File: config.mk
export PLATFORM = sky130hd
export DESIGN_NAME = clint_timer
export DESIGN_NICKNAME = d
export VERILOG_FILES = /design/src/rtl/clint_timer.sv
export SDC_FILE = /design/constraint.sdc
export NUM_CORES = 1
export LEC_CHECK = 0
export CAP_MARGIN = 20
export CORE_MARGIN = 10
export CORE_UTILIZATION = 60
export DETAILED_ROUTE_END_ITERATION = 10
export DONT_BUFFER_PORTS = 1
export PLACE_DENSITY = 0.77
export REMOVE_ABC_BUFFERS = 1
export SLEW_MARGIN = 10
export SYNTH_ARGS = -nofsm -noshare
export SYNTH_HDL_FRONTEND = slang
export SYNTH_SLANG_ARGS = --single-unit
File: constraint.sdc
create_clock -name clk_i -period 6.5 [get_ports clk_i]
set_clock_uncertainty 0.05 [all_clocks]
set_input_delay 0.325 -clock clk_i [delete_from_list [all_inputs] [get_ports clk_i]]
set_output_delay 0.325 -clock clk_i [all_outputs]
set_load 0.01 [all_outputs]
File: src/rtl/clint_timer.sv
// ============================================================================
// Module      : clint_timer
// Description : Memory-mapped machine timer (mtime/mtimecmp) and software
//               interrupt (msip) source feeding the core's interrupt inputs.
// Revision    : 1.0 - initial release
// ============================================================================
`default_nettype none

module clint_timer #(
    parameter int                    ADDR_WIDTH = 32,
    parameter int                    DATA_WIDTH = 32,
    parameter logic [ADDR_WIDTH-1:0] BASE_ADDR  = 32'h0200_0000,
    parameter int                    PRESCALE   = 1
) (
    input  logic                  clk_i,
    input  logic                  rst_i,
    input  logic                  ce_i,
    input  logic                  we_i,
    input  logic [ADDR_WIDTH-1:0] addr_i,
    input  logic [DATA_WIDTH-1:0] wdata_i,
    output logic [DATA_WIDTH-1:0] rdata_o,
    output logic                  irq_timer_o,
    output logic                  irq_software_o
);

    // Word offsets (byte offset >> 2) within the block.
    localparam logic [13:0] c_word_msip     = 14'h0000;
    localparam logic [13:0] c_word_cmp_lo   = 14'h1000;
    localparam logic [13:0] c_word_cmp_hi   = 14'h1001;
    localparam logic [13:0] c_word_mtime_lo = 14'h2FFE;
    localparam logic [13:0] c_word_mtime_hi = 14'h2FFF;

    logic        w_sel;
    logic        w_wr;
    logic        w_rd;
    logic [13:0] w_word;
    logic [31:0] w_wdata;
    logic        w_wr_msip;
    logic        w_wr_cmp_lo;
    logic        w_wr_cmp_hi;
    logic        w_wr_mtime_lo;
    logic        w_wr_mtime_hi;
    logic        w_tick;
    logic        w_unused_addr;

    logic [63:0] r_mtime;
    logic [63:0] r_mtimecmp;
    logic        r_msip;
    logic        r_irq_timer;
    logic [DATA_WIDTH-1:0] w_rdata;

    assign w_sel   = ce_i && (addr_i[ADDR_WIDTH-1:16] == BASE_ADDR[ADDR_WIDTH-1:16]);
    assign w_wr    = w_sel && we_i;
    assign w_rd    = w_sel && !we_i;
    assign w_word  = addr_i[15:2];
    assign w_wdata = wdata_i[31:0];

    // Byte lane bits carry no meaning: only full-word accesses exist.
    assign w_unused_addr = ^addr_i[1:0];

    assign w_wr_msip     = w_wr && (w_word == c_word_msip);
    assign w_wr_cmp_lo   = w_wr && (w_word == c_word_cmp_lo);
    assign w_wr_cmp_hi   = w_wr && (w_word == c_word_cmp_hi);
    assign w_wr_mtime_lo = w_wr && (w_word == c_word_mtime_lo);
    assign w_wr_mtime_hi = w_wr && (w_word == c_word_mtime_hi);

    generate
        if (PRESCALE <= 1) begin : g_prescale_bypass
            assign w_tick = 1'b1;
        end else begin : g_prescale_cnt
            localparam int                  c_pcnt_w   = $clog2(PRESCALE);
            localparam logic [c_pcnt_w-1:0] c_pcnt_max = c_pcnt_w'(PRESCALE - 1);

            logic [c_pcnt_w-1:0] r_pcnt;

            // Free-running; bus traffic never disturbs the tick phase.
            always_ff @(posedge clk_i or negedge rst_i) begin
                if (!rst_i) begin
                    r_pcnt <= '0;
                end else if (r_pcnt == c_pcnt_max) begin
                    r_pcnt <= '0;
                end else begin
                    r_pcnt <= r_pcnt + c_pcnt_w'(1);
                end
            end

            assign w_tick = (r_pcnt == c_pcnt_max);
        end
    endgenerate

    // A write to either half freezes the whole counter for that cycle.
    always_ff @(posedge clk_i or negedge rst_i) begin
        if (!rst_i) begin
            r_mtime <= '0;
        end else if (w_wr_mtime_lo || w_wr_mtime_hi) begin
            if (w_wr_mtime_lo) begin
                r_mtime[31:0] <= w_wdata;
            end
            if (w_wr_mtime_hi) begin
                r_mtime[63:32] <= w_wdata;
            end
        end else if (w_tick) begin
            r_mtime <= r_mtime + 64'd1;
        end
    end

    always_ff @(posedge clk_i or negedge rst_i) begin
        if (!rst_i) begin
            r_mtimecmp <= '1;
        end else begin
            if (w_wr_cmp_lo) begin
                r_mtimecmp[31:0] <= w_wdata;
            end
            if (w_wr_cmp_hi) begin
                r_mtimecmp[63:32] <= w_wdata;
            end
        end
    end

    always_ff @(posedge clk_i or negedge rst_i) begin
        if (!rst_i) begin
            r_msip      <= 1'b0;
            r_irq_timer <= 1'b0;
        end else begin
            if (w_wr_msip) begin
                r_msip <= w_wdata[0];
            end
            r_irq_timer <= (r_mtime >= r_mtimecmp);
        end
    end

    // Zero when unselected so the result can be OR-ed with RAM read data.
    always_comb begin
        w_rdata = '0;
        if (w_rd) begin
            case (w_word)
                c_word_msip:     w_rdata = {{(DATA_WIDTH-1){1'b0}}, r_msip};
                c_word_cmp_lo:   w_rdata = r_mtimecmp[31:0];
                c_word_cmp_hi:   w_rdata = r_mtimecmp[63:32];
                c_word_mtime_lo: w_rdata = r_mtime[31:0];
                c_word_mtime_hi: w_rdata = r_mtime[63:32];
                default:         w_rdata = '0;
            endcase
        end
    end

    assign rdata_o        = w_rdata;
    assign irq_timer_o    = r_irq_timer;
    assign irq_software_o = r_msip;

endmodule

`default_nettype wire

After elaboration in Yosys (flattened, before gate mapping)
Cells that the tools add are included.
- $add $sub $neg: 1
- eq/ne operators: 7
- reduce and logical (&&, ||, !) cells: 11
- muxes and demuxes: 5
- magnitude comparators: 1
- operators by type and width (kind ; number):
    32-bit one-hot mux with 5 select lines ; 1
    32-bit 2-to-1 mux ; 3
    64-bit by 1-bit adder with 64-bit output (second input constant) ; 1
    64-bit greater-or-equal comparator ; 1
    64-bit 2-to-1 mux ; 1
    14-bit by 13-bit equality test with 1-bit output (second input constant) ; 2
    14-bit equality test (second input constant) ; 2
    16-bit by 10-bit equality test with 1-bit output (second input constant) ; 1
    14-bit logical NOT ; 1
    1-bit logical AND ; 8
    2-bit != test (second input constant) ; 2
    1-bit logical NOT ; 1
    1-bit logical OR ; 1
- bits of input ports: 68
- flip-flop bits (word level): 130
- word-level logic and storage cells: 31
- output and inout port bits: 34

Depth between registers and ports, before layout
Gate-level depths: netlist of run 1.
- word-level depth: 6
- gate-level depth with buffers: 9
- depth with buffers taken out: 8

Worst setup path after synthesis of run 1
OpenSTA, ideal clock, no wires.
- path type: input port to output port
- start point: input addr_i[9]
- end point: output rdata_o[13]
- setup slack: 4141 ps
- stages on the path: 6
- data arrival time: 1984 ps
- path buffers: 1
- data required time: 6125 ps
- cells stage by stage: nand4_1 -> or4_1 -> nor3_4 -> clkbuf_1 -> a22oi_1 -> a21oi_1
- longest elaborated chain between the ends: 3
- elaborated cells between the ends (all ways): 7
- those cells by class: eq/ne: 4; mux: 2; reduce/logical: 1
- ends and longest elaborated chain (element ; line ; text):
    from (decl) ; 19 ; input logic [ADDR_WIDTH-1:0] addr_i,
    14-bit equality test (tied with other cells) ; 136 ; case (w_word)
    32-bit one-hot mux with 5 select lines (*) ; 136 ;
    32-bit 2-to-1 mux (*) ; 135 ; if (w_rd) begin
    to (decl) ; 21 ; output logic [DATA_WIDTH-1:0] rdata_o,
Every way passes the cells marked *; elsewhere a longest branch is shown, timed or not.

Final worst setup path of run 1
- start point: register r_mtime[0]
- end point: register r_mtime[54]
- longest elaborated chain between the ends: 2
- ends and longest elaborated chain (element ; line ; text):
    from (decl) ; 46 ; logic [63:0] r_mtime;
    from (signal assigned) ; 97 ; r_mtime[31:0] <= w_wdata;
    from (signal assigned) ; 103 ; r_mtime <= r_mtime + 64'd1;
    64-bit by 1-bit adder with 64-bit output ; 103 ;
    64-bit 2-to-1 mux ; 95 ; end else if (w_wr_mtime_lo || w_wr_mtime_hi) begin
No other way between the ends.
A chain may end at the register's enable or synchronous reset.

==> results of run 1 <==
-- cells in the final DEF (no fill, tap or decap), drive strengths merged, types with 12 or more instances in the layout --
cell	synthesis	routed
o21ai	42	42
nand2	54	54
inv	81	81
nor3	45	45
a2bb2oi	12	12
a21oi	120	120
o22ai	30	30
a22oi	68	68
o22a	23	23
ha	65	65
nand3	41	41
and3	14	14
clkbuf	49	21
dfstp	64	64
dlygate4sd3	0	36
buf	19	15
nor2	37	37
dfrtp	66	66
nand4	34	34
a31oi	17	17
mux2	66	66
nor4	18	18
-- layer usage --
metal  share of wire (%)  vias to the layer above  global-route usage [%]
met5                   0                        -                       0
met4                 4.2                        0                    13.1
met3                  11                      124                    7.20
met2                  44                      680                    44.7
met1                  40                     4507                    38.1
li1                    -                     4093                       -
-- repair_timing --
item | in CTS | in global routing
hold buffers | 34 | 3
setup endpoints to repair | 0 | 0
hold endpoints to repair | 191 | 3
resized for setup | 0 | 0
-- power by group through the flow --
stage / sequential (W) / combinational [W] / clock (W)
floorplan: 0.000825 / 0.00000693 / 0
global placement: 0.000825 / 0.00000751 / 0
detailed placement: 0.000825 / 0.00000774 / 0
CTS: 0.000812 / 0.0000443 / 0.00107
global route: 0.000811 / 0.0000496 / 0.00112
finish: 0.000812 / 0.0000449 / 0.00107
-- cells by family after synthesis --
family,count (synthesis),synth area share [%]
DFF,130,34.9
and+or+nand+nor,283,16.7
buffers and inverters,149,6.19
AOI/OAI and AO/OA,369,25.2
adders and majority gates,65,8.51
muxes,73,8.51
-- flip-flops by register name, summed over array words and instances (netlist names) --
name	count
r_mtimecmp	64
r_mtime	64
irq_software_o	1
irq_timer_o	1
-- cell usage after synthesis (30+ instances only) --
| cell type | count | area, um2 |
|---|---|---|
| nand4_1 | 33 | 206 |
| nand2_1 | 54 | 203 |
| nor3_1 | 39 | 195 |
| o21ai_0 | 37 | 185 |
| a22oi_1 | 68 | 510 |
| nand3_1 | 40 | 200 |
| nor2_1 | 37 | 139 |
| dfstp_2 | 64 | 1680 |
| mux2_1 | 43 | 484 |
| o22ai_1 | 30 | 188 |
| ha_1 | 65 | 813 |
| clkbuf_1 | 49 | 184 |
| inv_1 | 81 | 304 |
| a21oi_1 | 118 | 591 |
| dfrtp_1 | 66 | 1650 |
-- metrics by stage --
stage / hold slack, ns / cell area (um2) / instances / total power, W / setup WS (ns)
finish: 0.00282 / 10700 / 1300 / 0.00193 / 3.24
detailed placement: -0.0140 / 9650 / 1231 / 0.000832 / 3.07
global placement: -0.0125 / 9650 / 1231 / 0.000832 / 3.19
floorplan: -0.0206 / 9270 / 1001 / 0.000832 / 3.02
global route: 0.000166 / 10700 / 1300 / 0.00198 / 3.13
CTS: 0.00157 / 10600 / 1297 / 0.00193 / 3.34
-- worst max path at each step --
stage,start,end,slack [ns],depth (start not counted)
floorplan,addr_i[27],r_mtime[42],3.02,6
global placement,addr_i[17],r_mtimecmp[58],3.19,6
detailed placement,addr_i[27],r_mtimecmp[45],3.07,6
CTS,r_mtime[0],r_mtime[54],3.34,7
global route,r_mtime[0],r_mtime[54],3.13,7
finish,r_mtime[0],r_mtime[54],3.24,7
-- worst reg2reg max path, cell delays in order, from the launching register on --
cell	delay, ns
dfrtp_1	0.50
ha_1	0.27
nand3_1	0.24
nor4_2	0.50
nand3_1	0.48
nor3_2	0.64
a41oi_1	0.22
o22a_1	0.24
-- cell type report --
| cell class | count | area, um2 | area share, % |
|---|---|---|---|
| Tap cell | 216 | 270 | 2.53 |
| Clock inverter | 11 | 183 | 1.71 |
| Inverter | 81 | 304 | 2.85 |
| Timing Repair Buffer | 51 | 493 | 4.62 |
| Multi-Input combinational cell | 790 | 5630 | 52.8 |
| Clock buffer | 21 | 460 | 4.31 |
| Sequential cell | 130 | 3330 | 31.2 |
==> results.toml, run 1 <==
[setup_path]
crit_top_cell = "nand3_1"
cp_data_required_time_ns = 6.76
end_kind = "flip-flop"
path_max_fanout = 8
worstSetupPathType = "flip-flop to flip-flop"
rr_worst_depth = 7
r2r_slack_ns = 3.24
crit_arrival_ns = 3.52
reg2reg_from = "r_mtime[0]"
start_kind = "flip-flop"
path_cells = "ha_1 -> nand3_1 -> nor4_2 -> nand3_1 -> nor3_2 -> a41oi_1 -> o22a_1"
crit_family = "simple AND/OR/NAND/NOR gates"
reg2reg_to = "r_mtime[54]"
crit_buf_inv = 0
critPathMaxStageDelay_ns = 0.64
crit_slowest_cell = "nor3_2"

[detailed_routing]
drt-pass1-iter-count = 7
post_drt_wl_per_cell_um = 24.7
drc = 0
wl_mm = 32.1
antenna_left = 0
via_per_inst = 7.23
first_iter_violations = 1304
vias = 9404

[grt]
grt_pass1_vias = 9140
overflow = 0
grt_max_degree = 131
grt_pass1_wl_mm = 50.5
antenna_found_initial = 0
grt_use_total_pct = 29.2

[synthesis]
ys_seq_area_share_pct = 34.9
netlist_instances = 1069
synthFlopType = "dfrtp_1"
synth_edf_count = 0
ys_ff_latch = 130
async_flop_share_pct = 100
synthesis.area_um2 = 9560
ys_types = 66
syn_area_per_cell_um2 = 8.94
ys.warnings.count = 0

[clock_tree]
htreeDepth = 4
clk_latency_ns = 0.43
clk_pin_slew_worst_paths_ns = 0.06
cts_setup_buffers = 0
cts_sinks = 130
cts_buffers = 17
cts_buffer_depth = 2
cts_root_buf = "clkbuf_16"
cts_tree = "built"

[sta]
finalSetupTns_ns = 0
max_clock_freq_mhz = 307
finalCritPeriodShare_pct = 50.1
period_minus_slack_ns = 3.26
tightest_slew_ns = 1.11
relSlewSlack_pct = 26.1
grt_setup_unrepaired = "false"
finalSetupViolCount = 0
final-hold-violation-count = 0
slew_violations = 0

[die]
initial_core_util_pct = 60.6
io_pins = 102
fp-row-count = 46
core_um2 = 15800
die_y_um = 146
chipWidth_um = 146
fp.dieArea_um2 = 21400

[power]
ir_drop_mv = 0.224
p_seq_share_pct = 42.1
powerDensity_nw_per_um2 = 181
switching_share_pct = 20.7
comb_power_share_pct = 2.3
net-switching-power_w = 0.000399
p_clk_share_pct = 55.6
p_int_w = 0.00153
p_leak_nw = 3.88

[placed_design]
gp_congestion = 0.971
dp_hpwl_mm = 21.4
io_buffers = 0

[cells_and_area]
area_growth_syn_to_layout_pct = 11.7
drive_above_1_share_pct = 14.3
finish.utilization_pct = 67.7
num_antenna_cells = 0
layout.nets = 1204
final.fill_count = 1260

[min_path]
holdPathStages = 1
hold_class = "primary input to flip-flop"
hold_start = "wdata_i[19]"
min_to = "r_mtimecmp[19]"

[outcome]
status = "complete, no violations"

[run]
maxCapViolCount = 0
Note: power is estimated with default switching activity, not from simulation.
==> inputs of run 2 (changes only) <==
clock period = 3.32 ns   (was 6.5 ns; I/O delays follow)
==> results.toml, run 2 (synthesis results as in run 1) <==
[clock_tree]
htreeDepth = 4
cts_root_buf = "clkbuf_16"
cts_buffers = 17
post_cts_resize_count = 0
cts_buffer_depth = 2
cts_sinks = 130
clk_latency_ns = 0.43
cts_tree = "built"
clk_pin_slew_worst_paths_ns = 0.06

[sta]
final-hold-violation-count = 0
finalCritPeriodShare_pct = 88.6
finalSetupViolCount = 0
period_minus_slack_ns = 2.94
max_clock_freq_mhz = 340
timing.hold.ws_ns = 0.0107
relSlewSlack_pct = 40.5
worst_slack_ns = 0.380
tightest_slew_ns = 0.893
slew_violations = 0
grt_setup_unrepaired = "false"
finalSetupTns_ns = 0

[die]
core_um2 = 15800
io_pins = 102
chipWidth_um = 146
die_y_um = 146
fp-row-count = 46
initial_core_util_pct = 60.6
fp.dieArea_um2 = 21400

[grt]
overflow = 0
antenna_found_initial = 0
grt_use_total_pct = 29.5
grt_max_degree = 131
grt_pass1_vias = 9010
grt_pass1_wl_mm = 50.8

[detailed_routing]
wl_mm = 32.6
vias = 9468
drt-pass1-iter-count = 9
first_iter_violations = 1501
drc = 1
via_per_inst = 7.17
antenna_left = 0
post_drt_wl_per_cell_um = 24.7

[placed_design]
dp_hpwl_mm = 21.9
io_buffers = 0
gp_congestion = 0.956
dpl_worst_slack_ns = 0.566
dp.cells = 1253

[power]
ir_drop_mv = 0.356
p_leak_nw = 3.98
powerDensity_nw_per_um2 = 345
p_total_w = 0.00374

[setup_path]
cp_data_required_time_ns = 3.56
end_kind = "flip-flop"
start_kind = "flip-flop"
worstSetupPathType = "flip-flop to flip-flop"
crit_arrival_ns = 3.18
path_max_fanout = 11

[cells_and_area]
num_antenna_cells = 0
stdcell_count = 1321
final.fill_count = 1259
area_growth_syn_to_layout_pct = 13.5
most-common-layout-cells = "a21oi_1 (118), inv_1 (81), a22oi_1 (68)"
reg_top3 = "r_mtime (64), r_mtimecmp (64)"
final_common_cell = "a21oi_1"
layout.nets = 1225
drive_above_1_share_pct = 16.2

[min_path]
hold_class = "primary input to flip-flop"

[run]
maxCapViolCount = 0

[outcome]
status = "finished, violations left"
violations = "design-rule violations"
## run 2: worst max-delay path, stage by stage (launching register included)
cell,delay (ns)
dfrtp_1,0.45
ha_1,0.26
nand3_1,0.22
nor4_2,0.55
and3_1,0.56
nand4_1,0.23
o32ai_1,0.37
a2bb2oi_1,0.11
## run 2: report_power, final
group          leakage [nW]   switching, W  internal (W)
clock network         0.305       0.000759       0.00129
logic                  2.29      0.0000640     0.0000377
registers              1.38  0.00000000583       0.00159
## run 2: layout make-up
class                   instances  area, um2  share of cell area, %
well taps                     216        270                   2.49
clock inverters                13        184                   1.70
inverters                      81        304                   2.80
flip-flops and latches        130       3330                   30.7
repair buffers                 72        673                   6.20
multi-input cells             790       5630                   51.9
clock buffers                  19        453                   4.17
## run 2: path summary, 6_finish.rpt
check	from	end	slack, ns	depth (start not counted)
min in group asynchronous	rst_i	r_mtime[1]	0.28	2
worst min register to register	r_mtime[63]	r_mtime[63]	0.52	1
worst max-delay path	r_mtime[1]	r_mtime[52]	0.38	7
max in group asynchronous	rst_i	r_mtime[31]	2.33	2
worst max register to register	r_mtime[1]	r_mtime[52]	0.38	7
worst min-delay path	wdata_i[12]	r_mtime[12]	0.01	3
## run 2: per-layer routing
metal | GRT usage (%) | part of all wire [%] | up-vias
li1 | - | - | 4152
met1 | 39.5 | 41 | 4556
met2 | 44.7 | 44 | 675
met3 | 7.48 | 12 | 85
met4 | 11.7 | 3.2 | 0
met5 | 0 | 0 | -
## run 2: timing repair
| item | in CTS | in global routing |
|---|---|---|
| endpoints found under the hold margin | 233 | 0 |
| setup buffers | 0 | 0 |
| hold buffers | 36 | 0 |
| endpoints found under the setup margin | 0 | 0 |
## run 2: metrics by stage
step	utilization, %	cell area [um2]
6_report	68.8	10900
5_1_grt	68.8	10900
4_1_cts	68.8	10900
3_5_place_dp	62.4	9840
3_3_place_gp	62.4	9840
2_1_floorplan	-	9270
